**src/rtl/icetap_capture.sv**
```systemverilog
// icetap capture/trigger engine: qualifies samples against store and trigger
// masks and writes them into a circular record RAM, publishing status.

// Per-signal condition evaluator for one 3-bit mask field.
module icetap_field_match (
  input  logic [2:0] field,
  input  logic       cur,
  input  logic       prev,
  input  logic       prev_valid,
  output logic       hit
);
  // Decode the field against current/previous sample of this bit.
  always_comb begin
    hit = 1'b1;
    case (field)
      3'b001: hit = cur;
      3'b010: hit = ~cur;
      3'b011: hit = prev_valid & ~prev & cur;
      3'b100: hit = prev_valid & prev & ~cur;
      3'b101: hit = prev_valid & (prev ^ cur);
      default: hit = 1'b1;
    endcase
  end
endmodule

module icetap_capture #(
  parameter int NR_SIGNALS   = 16,
  parameter int RECORD_DEPTH = 512,
  parameter int POST_TRIGGER = 256,
  parameter int ADDR_BITS    = $clog2(RECORD_DEPTH)
) (
  input  logic                    clk,
  input  logic                    reset_,
  input  logic [NR_SIGNALS-1:0]   signals_in,
  input  logic [NR_SIGNALS*3-1:0] store_mask,
  input  logic [NR_SIGNALS*3-1:0] trigger_mask,
  input  logic                    cmd_valid,
  input  logic [2:0]              cmd,
  output logic                    mem_wr,
  output logic [ADDR_BITS-1:0]    mem_addr,
  output logic [NR_SIGNALS-1:0]   mem_wdata,
  output logic                    status_idle,
  output logic [1:0]              status_state,
  output logic [ADDR_BITS-1:0]    status_start_addr,
  output logic [ADDR_BITS-1:0]    status_trigger_addr,
  output logic [ADDR_BITS-1:0]    status_stop_addr
);
  typedef enum logic [1:0] {IDLE = 2'd0, PRE = 2'd1, POST = 2'd2} state_t;

  // Last post-trigger write index; unused when POST_TRIGGER is 0.
  localparam logic [ADDR_BITS-1:0] POST_LAST =
    ADDR_BITS'((POST_TRIGGER == 0) ? 0 : POST_TRIGGER - 1);

  state_t                 state, state_nxt;
  logic [ADDR_BITS-1:0]   wr_addr, stop_addr, trig_addr, post_cnt;
  logic                   wrapped, prev_valid;
  logic [NR_SIGNALS-1:0]  prev_q, store_hit, trig_hit;
  logic                   store_ok, trig_ok, is_start, is_abort;
  logic                   wr, trig_set, post_inc, start;

  // One evaluator pair per probed signal.
  for (genvar i = 0; i < NR_SIGNALS; i++) begin : g_sig
    icetap_field_match u_store (
      .field(store_mask[3*i +: 3]), .cur(signals_in[i]), .prev(prev_q[i]),
      .prev_valid(prev_valid), .hit(store_hit[i]));
    icetap_field_match u_trig (
      .field(trigger_mask[3*i +: 3]), .cur(signals_in[i]), .prev(prev_q[i]),
      .prev_valid(prev_valid), .hit(trig_hit[i]));
  end

  assign store_ok = &store_hit;
  assign trig_ok  = &trig_hit;
  assign is_start = cmd_valid && (cmd == 3'h1);
  assign is_abort = cmd_valid && (cmd == 3'h2);

  // Next state and per-cycle write/trigger decisions; abort beats trigger.
  always_comb begin
    state_nxt = state;
    wr        = 1'b0;
    trig_set  = 1'b0;
    post_inc  = 1'b0;
    start     = 1'b0;
    case (state)
      IDLE: if (is_start) begin
        start     = 1'b1;
        state_nxt = PRE;
      end
      PRE: begin
        if (is_abort) state_nxt = IDLE;
        else if (trig_ok) begin
          wr        = 1'b1;
          trig_set  = 1'b1;
          state_nxt = (POST_TRIGGER == 0) ? IDLE : POST;
        end else if (store_ok) wr = 1'b1;
      end
      POST: begin
        if (is_abort) state_nxt = IDLE;
        else if (store_ok) begin
          wr       = 1'b1;
          post_inc = 1'b1;
          if (post_cnt == POST_LAST) state_nxt = IDLE;
        end
      end
      default: state_nxt = IDLE;
    endcase
  end

  // State register.
  always_ff @(posedge clk or negedge reset_) begin
    if (!reset_) state <= IDLE;
    else         state <= state_nxt;
  end

  // Capture datapath: addresses, counters, previous sample and RAM port.
  always_ff @(posedge clk or negedge reset_) begin
    if (!reset_) begin
      wr_addr    <= '0;
      stop_addr  <= '0;
      trig_addr  <= '0;
      post_cnt   <= '0;
      wrapped    <= 1'b0;
      prev_q     <= '0;
      prev_valid <= 1'b0;
      mem_wr     <= 1'b0;
      mem_addr   <= '0;
      mem_wdata  <= '0;
    end else begin
      mem_wr <= wr;
      if (start) begin
        wr_addr    <= '0;
        stop_addr  <= '0;
        post_cnt   <= '0;
        wrapped    <= 1'b0;
        prev_valid <= 1'b0;
      end else if (state != IDLE) begin
        prev_q     <= signals_in;
        prev_valid <= 1'b1;
      end
      if (wr) begin
        mem_addr  <= wr_addr;
        mem_wdata <= signals_in;
        stop_addr <= wr_addr;
        wr_addr   <= wr_addr + 1'b1;
        if (wr_addr == '1) wrapped <= 1'b1;
      end
      if (trig_set) trig_addr <= wr_addr;
      if (post_inc) post_cnt  <= post_cnt + 1'b1;
    end
  end

  assign status_idle         = (state == IDLE);
  assign status_state        = state;
  assign status_stop_addr    = stop_addr;
  assign status_trigger_addr = trig_addr;
  assign status_start_addr   = wrapped ? stop_addr + 1'b1 : '0;
endmodule

```
**config.mk**
```make
export PLATFORM = sky130hd
export DESIGN_NAME = icetap_capture
export DESIGN_NICKNAME = d
export VERILOG_FILES = /design/src/rtl/icetap_capture.sv
export SDC_FILE = /design/constraint.sdc
export NUM_CORES = 1
export LEC_CHECK = 0
export ABC_AREA = 1
export BUFFER_PORTS_ARGS = -buffer_cell sky130_fd_sc_hd__buf_2
export CAP_MARGIN = 20
export CORE_UTILIZATION = 30
export CTS_CLUSTER_SIZE = 40
export DETAILED_ROUTE_END_ITERATION = 16
export GPL_ROUTABILITY_DRIVEN = 0
export PLACE_DENSITY_LB_ADDON = 0.25
export SLEW_MARGIN = 0
export SYNTH_ARGS = -nofsm -noshare
export SYNTH_HDL_FRONTEND = slang
export SYNTH_SLANG_ARGS = --single-unit
```
**constraint.sdc**
```tcl
create_clock -name clk -period 4 [get_ports clk]
set_input_delay 0.4 -clock clk [delete_from_list [all_inputs] [get_ports clk]]
set_output_delay 0.4 -clock clk [all_outputs]
set_load 0.005 [all_outputs]
```
# Yosys cells after proc, flatten, opt, wreduce, memory -nomap -nowiden
# Cells that the tools add are included.
[word_totals] ff_bits=82 output_inout_bits=56 wordCells=384
[op_classes] add_sub_neg=3 eq_ne=170 muxes=60 bitwise_logic=129 reduce_logical=11
[op_table] cell="$eq A3 B2 Y1 const B" count=65
[op_table] cell="$eq A3 B3 Y1 const B" count=64
[op_table] cell="$pmux W1 S5" count=32
[op_table] cell="$eq A3 B1 Y1 const B" count=33
[op_table] cell="$and A1 B1 Y1" count=80
[op_table] cell="$mux W9" count=5
[op_table] cell="$not A1 Y1" count=33
[op_table] cell="$reduce_and A16 Y1" count=2
[op_table] cell="$add A9 B1 Y9 const B" count=3
[op_table] cell="$xor A1 B1 Y1" count=16
[op_table] cell="$mux W1" count=15
[op_table] cell="$mux W2" count=6
[op_table] cell="$eq A9 B8 Y1 const B" count=1
[op_table] cell="$eq A9 B9 Y1 const B" count=1
[op_table] cell="$ne A3 B3 Y1 const B" count=3
[op_table] cell="$reduce_bool A2 Y1" count=4
[op_table] cell="$pmux W2 S3" count=1
[op_table] cell="$reduce_and A4 Y1" count=1
[op_table] cell="$eq A2 B1 Y1 const B" count=1
[op_table] cell="$eq A2 B2 Y1 const B" count=1
[op_table] cell="$logic_and A1 B1 Y1" count=2
[op_table] cell="$logic_not A2 Y1" count=1
[op_table] cell="$ne A2 B1 Y1 const B" count=1
[op_table] cell="$pmux W1 S2" count=1
[op_table] cell="$reduce_and A2 Y1" count=1

# Longest topological paths before layout
# Gate-level depths: netlist (run 1).
[depth] ltp_word=10 depth_mapped=19 mapped_depth_nobuf=17

# Hierarchy
# A second synthesis (run 1) with hierarchy kept.
[unflattened] cells_unflattened=920 area_unflattened_um2=5764.3
[by_module_without_submodules] module="icetap_capture" instances=1 cells_each=472 area_per_inst_um2=3962.6
[by_module_without_submodules] module="icetap_field_match" instances=32 cells_each=14 area_per_inst_um2=56.3

# Worst setup path before layout (run 1)
# OpenSTA, ideal clock, no wires.
[synth_path] path_kind="reg2reg" startpoint="register prev_valid" endpoint="register stop_addr[1] (netlist: status_stop_addr[1])" setup_time_ns=0.118 arrival_ns=1.879 setup_slack_ns=2.003 stages_incl_launch_ff=17 synth_period_minus_slack_ns=1.997 cell_sequence="dfrtp_1 -> buf_4 -> buf_4 -> nand3_1 -> o21ai_1 -> nand2_1 -> nand2_1 -> nand2_1 -> nor2_1 -> nand2_1 -> nor2_4 -> nand2_4 -> nand2_4 -> nand3_2 -> buf_2 -> nand3_1 -> nand2_1"
[synth_between] elab_chain_cells=9
[synth_lines] item="from (decl)" line="56" rtl="logic wrapped, prev_valid;"
[synth_lines] item="from (signal assigned)" line="123" rtl="prev_valid <= 1'b0;"
[synth_lines] item="from (signal assigned)" line="134" rtl="prev_valid <= 1'b0;"
[synth_lines] item="from (signal assigned)" line="137" rtl="prev_valid <= 1'b1;"
[synth_lines] item="$and A1 B1 Y1 (on tied branches) (2 in a row)" line="19, 18"
[synth_lines] item="$pmux W1 S5" line="15" rtl="case (field)"
[synth_lines] item="$reduce_and A16 Y1" line="71" rtl="assign store_ok = &store_hit;"
[synth_lines] item="$mux W1" line="94, 98"
[synth_lines] item="$mux W1" line="90" rtl="else if (trig_ok) begin"
[synth_lines] item="$mux W1" line="89" rtl="if (is_abort) state_nxt = IDLE;"
[synth_lines] item="$pmux W1 S2 (*)" line="83" rtl="case (state)"
[synth_lines] item="$mux W9 or $reduce_bool A2 Y1 (tied branches)"
[synth_lines] item="to (signal assigned)" line="142" rtl="stop_addr <= wr_addr;"
[synth_lines] item="to (decl)" line="55" rtl="logic [ADDR_BITS-1:0] wr_addr, stop_addr, trig_addr, post_cnt;"
# Every way passes the cells marked *; elsewhere a longest branch is shown, timed or not.
# A chain may end at the register's enable or synchronous reset.

# Worst setup path after layout (run 1)
[layout_path] startpoint="register prev_valid" endpoint="register stop_addr[5] (netlist: status_stop_addr[5])"
# The elaborated chain is that of the path after synthesis.

==> results_dict.tcl, run 1 <==
set metrics [dict create \
    routedWlPerCell_um 12.1 \
    start_kind "flop" \
    run_status "finished with violations" \
    cts_root_buf "clkbuf_16" \
    design.core.area_um2 19500 \
    post_cts.repair.setup_buffers 0 \
    synth_largest_type_area_fraction_pct 34.5 \
    post_synth.cell_area_avg_um2 6.09 \
    worst-setup-path-type "flop to flop" \
    h-tree-depth 3 \
    die_width_um 143 \
    setup-violations-final 0 \
    detail-route-antenna-nets 0 \
    initial_utilization_pct 30.6 \
    reg2reg_to "status_stop_addr[5]" \
    worst_setup_hold_path_clk_slew_ns 0.06 \
    seq_area_frac_synth_pct 34.5 \
    yosysTopAreaCell "dfrtp_1" \
    timing.setup.tns_ns 0 \
    synth_area_leaders "dfrtp_1 (34%), nand2_1 (24%), inv_1 (9.6%)" \
    failing_checks "design-rule violations" \
    depth_of_the_worst_register_to_register_path 17 \
    detailed_route_wl_um 17100 \
    die-area_um2 20400 \
    min-delay-path-class "input pin to asynchronous set/reset pin" \
    synth.distinct_cells 28 \
    cell_internal_pwr_w 0.00180 \
    die_y_um 143 \
    mostFrequentLayoutCell "nand2_1" \
    first_iter_violations 329 \
    final_cell_mix "nand2_1 (382), buf_2 (172), inv_1 (153), nand3_1 (99), dfrtp_1 (81)" \
    power_switching_share_pct 38.0 \
    placed_cells 1399 \
    clock_tree.buffer_depth 2 \
    cellLeakagePower_nw 4.40 \
    route.vias.total 6433 \
    drt_drc_violations_left 2 \
    postSynthCellCount 977 \
    timing.slew.headroom_pct 47.6 \
    tightestPinTransition_ns 0.786 \
    clock_tree_from_tritoncts "built" \
    grt_start_max_net_pins 60 \
    worst_setup_path_end_kind "flop" \
    hold_viol_final 0 \
    timing.reg2reg.setup_slack_ns 1.05 \
    track_usage_pct 17.7 \
    insertion_delay_ns 0.35 \
    cp.arrival_ns 3.18 \
    timing.final.crit_period_ns 2.95 \
    ys_seq_elements 82 \
    mappedNetlistArea_um2 5950 \
    top_level_ports 174 \
    post_route_cells_drive_above_1_share_pct 17.7 \
    std_cell_rows 51 \
    period_share_pct 73.7 \
    cts_buffers 9 \
    cts.sinks 82 \
    ys_warn_count 0 \
    nNetsFinal 1272 \
    hold_buffers 0 \
    maxClockFrequency_mhz 339 \
    power_switching_w 0.00110 \
    mappedNetlistNets 1104 \
    grt_setup_unrepaired "no" \
    syn2layout_area_growth_pct 24.1 \
    comb_power_share_pct 34.1 \
    vdd.ir_drop.worst_v 0.000220 \
    antenna_cells_inserted 0 \
    clkPwrFrac_pct 29.5 \
    cts-resized-gates 0 \
    placed_wire_length_estimate_um 13200 \
    number_of_antenna_violations_at_the_first_check_in_global_routing 0 \
    worst_r2r_startpoint "prev_valid" \
    port_buffers 173 \
    maxCapViolCount 0 \
    layout.cells.non_filler 1415 \
    gr-total-overflow 0 \
    cellPowerDensity_nw_per_um2 392 \
    req_time_crit_path_ns 4.23 \
    viasPerCell 4.55 \
    grt_pass1_wl_um 28300 \
    drtPass1Iterations 11 \
    final_max_slew_viol_count 0 \
    critical_path_peak_fanout 55 \
    fin_worst_skew_ns 0.00851 \
    first_global_vias 5858 \
    seq_power_share_pct 36.4 \
]
## flip-flops by register name, summed over array words and instances, names as in the netlist
signal	cells
mem_addr	9
mem_wdata	16
wrapped	1
post_cnt	9
prev_q	16
status_trigger_addr	9
wr_addr	9
status_state	2
prev_valid	1
mem_wr	1
status_stop_addr	9
## stage by stage
stage	utilization, %	power, W	hold slack, ns	instance area, um^2	worst slack, ns
floorplan	-	0.00175	0.104	5950	2.00
global placement	36.4	0.00205	0.452	7080	1.07
detailed placement	36.4	0.00206	0.454	7080	1.02
CTS	38.0	0.00294	0.163	7390	0.998
global route	38.0	0.00314	0.196	7390	0.686
finish	38.0	0.00289	0.139	7390	1.05
## cells in the mapped netlist (all sizes together)
master  count
nand2     384
inv       157
nand3     100
dfrtp      82
o21ai      74
nor2       67
a21oi      38
nand4      18
buf        15
ha          9
clkbuf      6
nor3        5
o211ai      5
o22ai       5
nand3b      4
xor2        3
a21boi      2
o31ai       1
or2         1
xnor2       1
## kinds of logic after synthesis
group	after synthesis	share of synthesized area, %
fa+ha+maj	9	1.89
flops	82	34.5
compound gates	125	10.9
xor+xnor	4	0.588
simple gates	579	40.3
buf+inv	178	11.8
## layout make-up
cell class / count / area [um^2]
clock inverters: 5 / 62.6
flip-flops and latches: 82 / 2050
fillers: 2129 / 12100
well taps: 265 / 332
multi-input cells: 717 / 3200
repair buffers: 178 / 906
clock buffers: 11 / 243
inverters: 157 / 589
## routing by layer
| layer | vias to the layer above | routed length [um] | GRT usage, % |
|---|---|---|---|
| li1 | 3410 | - | - |
| met1 | 2846 | 8400 | 24.2 |
| met2 | 165 | 7530 | 28.4 |
| met3 | 12 | 936 | 3.25 |
| met4 | 0 | 187 | 4.47 |
| met5 | - | 0 | 0 |
## power by group through the flow
stage | Combinational [W] | Clock [W] | Sequential, W
after floorplan | 0.000710 | 0 | 0.00104
after global placement | 0.000983 | 0 | 0.00107
after detailed placement | 0.000994 | 0 | 0.00106
after CTS | 0.000996 | 0.000888 | 0.00105
after global routing | 0.00115 | 0.000919 | 0.00107
final | 0.000988 | 0.000854 | 0.00105
## worst max-delay path by stage
| stage | cells after the start | start | end | slack (ns) |
|---|---|---|---|---|
| after floorplan | 16 | prev_valid | status_stop_addr[1] | 2.00 |
| after global placement | 17 | prev_valid | status_stop_addr[4] | 1.07 |
| after detailed placement | 17 | prev_valid | mem_wdata[13] | 1.02 |
| after CTS | 17 | prev_valid | status_stop_addr[5] | 1.0 |
| after global routing | 17 | prev_valid | mem_wdata[13] | 0.69 |
| final | 17 | prev_valid | status_stop_addr[5] | 1.05 |
## worst max-delay path, cell delays in order (launching register included)
cell     delay, ns
dfrtp_2       0.33
buf_4         0.46
nand3_1       0.23
nand2_1       0.11
nand2_1       0.05
nand2_1       0.05
inv_1         0.03
nand2_1       0.04
nand2_1       0.07
nor2_1        0.23
nand2_1       0.15
nor2_4        0.19
nand2_4       0.12
nand2_4       0.21
nand3_2       0.10
buf_4         0.26
nand3_1       0.13
nand2_1       0.06
No activity file was read; power rests on OpenSTA's default activity.
==> run 2: changes to the inputs <==
--- a/config.mk
+++ b/config.mk
@@ -5,7 +5,7 @@
 export SDC_FILE = /design/constraint.sdc
 export NUM_CORES = 1
 export LEC_CHECK = 0
-export ABC_AREA = 1
+export ABC_AREA = 0
 export BUFFER_PORTS_ARGS = -buffer_cell sky130_fd_sc_hd__buf_2
 export CAP_MARGIN = 20
 export CORE_UTILIZATION = 30
==> constraint.sdc (replaced) <==
create_clock -name clk -period 2.5 [get_ports clk]
set_input_delay 0.25 -clock clk [delete_from_list [all_inputs] [get_ports clk]]
set_output_delay 0.25 -clock clk [all_outputs]
set_load 0.005 [all_outputs]
==> run 2 against run 1 <==
The flow now finishes without violations. Die area is 11% lower. First-iteration DRC count down 34%. Clock skew shrank 0.0020 ns. Combinational power up 13%. Fmax is 23% higher. Critical path type unchanged. Largest cell class unchanged.
==> results_dict.tcl, run 2 <==
set metrics [dict create \
    run_status "completed" \
    critical_path.cell_chain "inv_4, a21oi_1, o32a_1, and4_1, and3_1, buf_4, nor2_8, buf_4, mux2_2" \
    grt_start_max_net_pins 83 \
    timing.final.crit_period_ns 2.40 \
    comb_power_share_pct 28.1 \
    placed_cells 940 \
    std_cell_rows 48 \
    synth_top_flop_cell "dfrtp_1" \
    syn2layout_area_growth_pct 30.4 \
    layout_top_registers "mem_wdata: 16 flops, prev_q: 16 flops" \
    synth_area_leaders "dfrtp_1 (39%), mux2_2 (8.3%), nand3b_1 (5.1%)" \
    synth_largest_type_area_fraction_pct 38.9 \
    route.met3.wl_um 727 \
    nNetsFinal 856 \
    dp_worst_setup_slack_ns -0.0456 \
    seq_area_frac_synth_pct 38.9 \
    wirelength_met1_um 7050 \
    grt_setup_unrepaired "no" \
    critPathTopFamily "simple AND/OR/NAND/NOR gates" \
    ys_seq_elements 82 \
    cp.arrival_ns 2.61 \
    antenna_cells_inserted 0 \
    synth_top_family_by_area "simple AND/OR/NAND/NOR gates" \
    synth_simple_gate_area_share_pct 23.6 \
    first_global_vias 4848 \
    dr.max_layer_used "met4" \
    design.core.area_um2 17200 \
    layout.cells.non_filler 958 \
    ys_warn_count 0 \
    synthMostInstantiatedCell "dfrtp_1" \
    critPathMaxStageDelay_ns 0.41 \
    drt_drc_violations_left 0 \
    critical_path_peak_fanout 14 \
    yosysTopAreaCell "dfrtp_1" \
    multiplexer_share_of_the_synthesized_area_pct 12.8 \
    power_switching_share_pct 31.0 \
    met2WireLength_um 7410 \
    critical_path.n_buffers_inverters 3 \
    hold_viol_final 0 \
    fin_worst_skew_ns 0.00655 \
    cellPowerDensity_nw_per_um2 580 \
    die_y_um 135 \
    seq_power_share_pct 41.3 \
    req_time_crit_path_ns 2.71 \
    placed_wire_length_estimate_um 12000 \
    clkPwrFrac_pct 30.6 \
    first_iter_violations 217 \
    synth-async-reset-ratio_pct 100 \
    mostFrequentLayoutCell "buf_2" \
    first_element_of_the_critical_path "prev_valid" \
    number_of_antenna_violations_at_the_first_check_in_global_routing 0 \
    clock_tree_from_tritoncts "built" \
    h-tree-depth 3 \
    synth_compound_area_share_pct 18.3 \
    timing.slew.headroom_pct 70.9 \
    fin_hold_ws_ns 0.263 \
    tightestPinTransition_ns 0.435 \
    maxCapViolCount 0 \
    cts_root_buf "clkbuf_16" \
    synth-xor-area-share_pct 0.831 \
    post_route_cells_drive_above_1_share_pct 36.8 \
    viasPerCell 5.22 \
    start_kind "flop" \
    synth-edff-count 0 \
    layout_setup_ws_ns 0.101 \
    detail-route-antenna-nets 0 \
    cts_buffers 9 \
    initial_utilization_pct 30.6 \
    synth.distinct_cells 57 \
    period_share_pct 96.0 \
    final_cell_mix "buf_2 (172), dfrtp_1 (81), o21ai_0 (51), mux2_2 (39), nand3b_1 (36)" \
    postSynthCellCount 540 \
    setup-violations-final 0 \
    worst_r2r_startpoint "prev_valid" \
    maxClockFrequency_mhz 417 \
    top_level_ports 174 \
    final_max_slew_viol_count 0 \
    worst_setup_hold_path_clk_slew_ns 0.06 \
    cts.sinks 82 \
    synth_top_cells_by_count "dfrtp_1 (82), o21ai_0 (51), mux2_2 (39), nand3b_1 (36), nand2_1 (32)" \
    mappedNetlistArea_um2 5270 \
    worst_path_max_delay_cell "dfrtp_1" \
    port_buffers 173 \
    clock_tree.buffer_depth 2 \
    mappedNetlistNets 667 \
    min_from "signals_in[1]" \
    post_synth.cell_area_avg_um2 9.76 \
    gr-total-overflow 0 \
    die_width_um 135 \
    power_switching_w 0.00124 \
    die-area_um2 18100 \
    detailed_route_wl_um 15500 \
    route.vias.total 4999 \
    worst-setup-path-type "flop to flop" \
    cpMostUsedCell "buf_4" \
    min-delay-path-class "input pin to flop" \
    vdd.ir_drop.worst_v 0.000355 \
    routedWlPerCell_um 16.1 \
    worst_setup_path_end_kind "flop" \
    drtPass1Iterations 4 \
    track_usage_pct 17.3 \
    synthAdderAreaFrac_pct 2.14 \
    grt_pass1_wl_um 24700 \
    insertion_delay_ns 0.33 \
    cell_internal_pwr_w 0.00275 \
    cellLeakagePower_nw 3.53 \
]
## run 2: cell types whose count changed in the layout (fill, tap and decap cells not counted), sizes merged, moves of 20 or more
cell    delta
nand2    -352
inv      -138
nand3     -75
nor2      -45
mux2      +41
and3b     +32
nand3b    +32
o21ai     -23
mux2i     +21
buf       +20
## run 2: cells by family (layout without fill, tap and decap cells)
| family | Yosys count | after routing |
|---|---|---|
| simple gates | 196 | 196 |
| fa+ha+maj | 9 | 9 |
| flops | 82 | 82 |
| mux | 62 | 62 |
| buf+inv | 41 | 234 |
| xor+xnor | 5 | 5 |
| compound gates | 145 | 145 |
## run 2: final timing paths
kind | depth (start not counted) | slack (ns) | to
min | 2 | 0.26 | mem_wdata[1]
max | 9 | 0.10 | mem_addr[0]
max reg2reg | 9 | 0.10 | mem_addr[0]
min in group asynchronous | 2 | 0.40 | prev_q[0]
min reg2reg | 1 | 0.49 | mem_addr[7]
max in group asynchronous | 3 | 1.49 | status_trigger_addr[6]
## run 2: power groups by stage
stage                     clock network (W)  registers (W)  logic [W]
after floorplan                           0        0.00161   0.000676
after global placement                    0        0.00165    0.00107
after detailed placement                  0        0.00166    0.00110
after CTS                           0.00124        0.00164    0.00110
after global routing                0.00130        0.00167    0.00125
final                               0.00122        0.00165    0.00112
## run 2: repair_timing
item / 4_1_cts / 5_1_grt
endpoints found under the setup margin: 6 / 37
hold endpoints to repair: 0 / 25
gates resized for setup: 2 / 6
pin swaps: 0 / 3
gates cloned: 0 / 0
buffers inserted: 0 / 1
hold buffers: 0 / 1
## run 2: cell type report
type,count,area [um^2]
Tap cell,225,282
Clock buffer,13,260
Fill cell,1698,10400
Multi-Input combinational cell,417,3060
Inverter,20,77.6
Clock inverter,2,12.5
Timing Repair Buffer,199,1130
Sequential cell,82,2050
## run 2: per-layer routing
metal  global-route usage (%)  vias up
li1                         -     2401
met4                     5.12        0
met5                        0        -
met1                     22.3     2438
met2                     29.6      142
met3                     3.12       18
## run 2: through the flow
stage,TNS (ns),cell area (um^2),utilization (%),total power (W)
after floorplan,0,5270,-,0.00228
after global placement,-0.0246,6520,37.8,0.00272
final,0,6870,39.9,0.00399
after CTS,0,6810,39.5,0.00399
after detailed placement,-0.340,6520,37.8,0.00276
after global routing,0,6870,39.9,0.00422
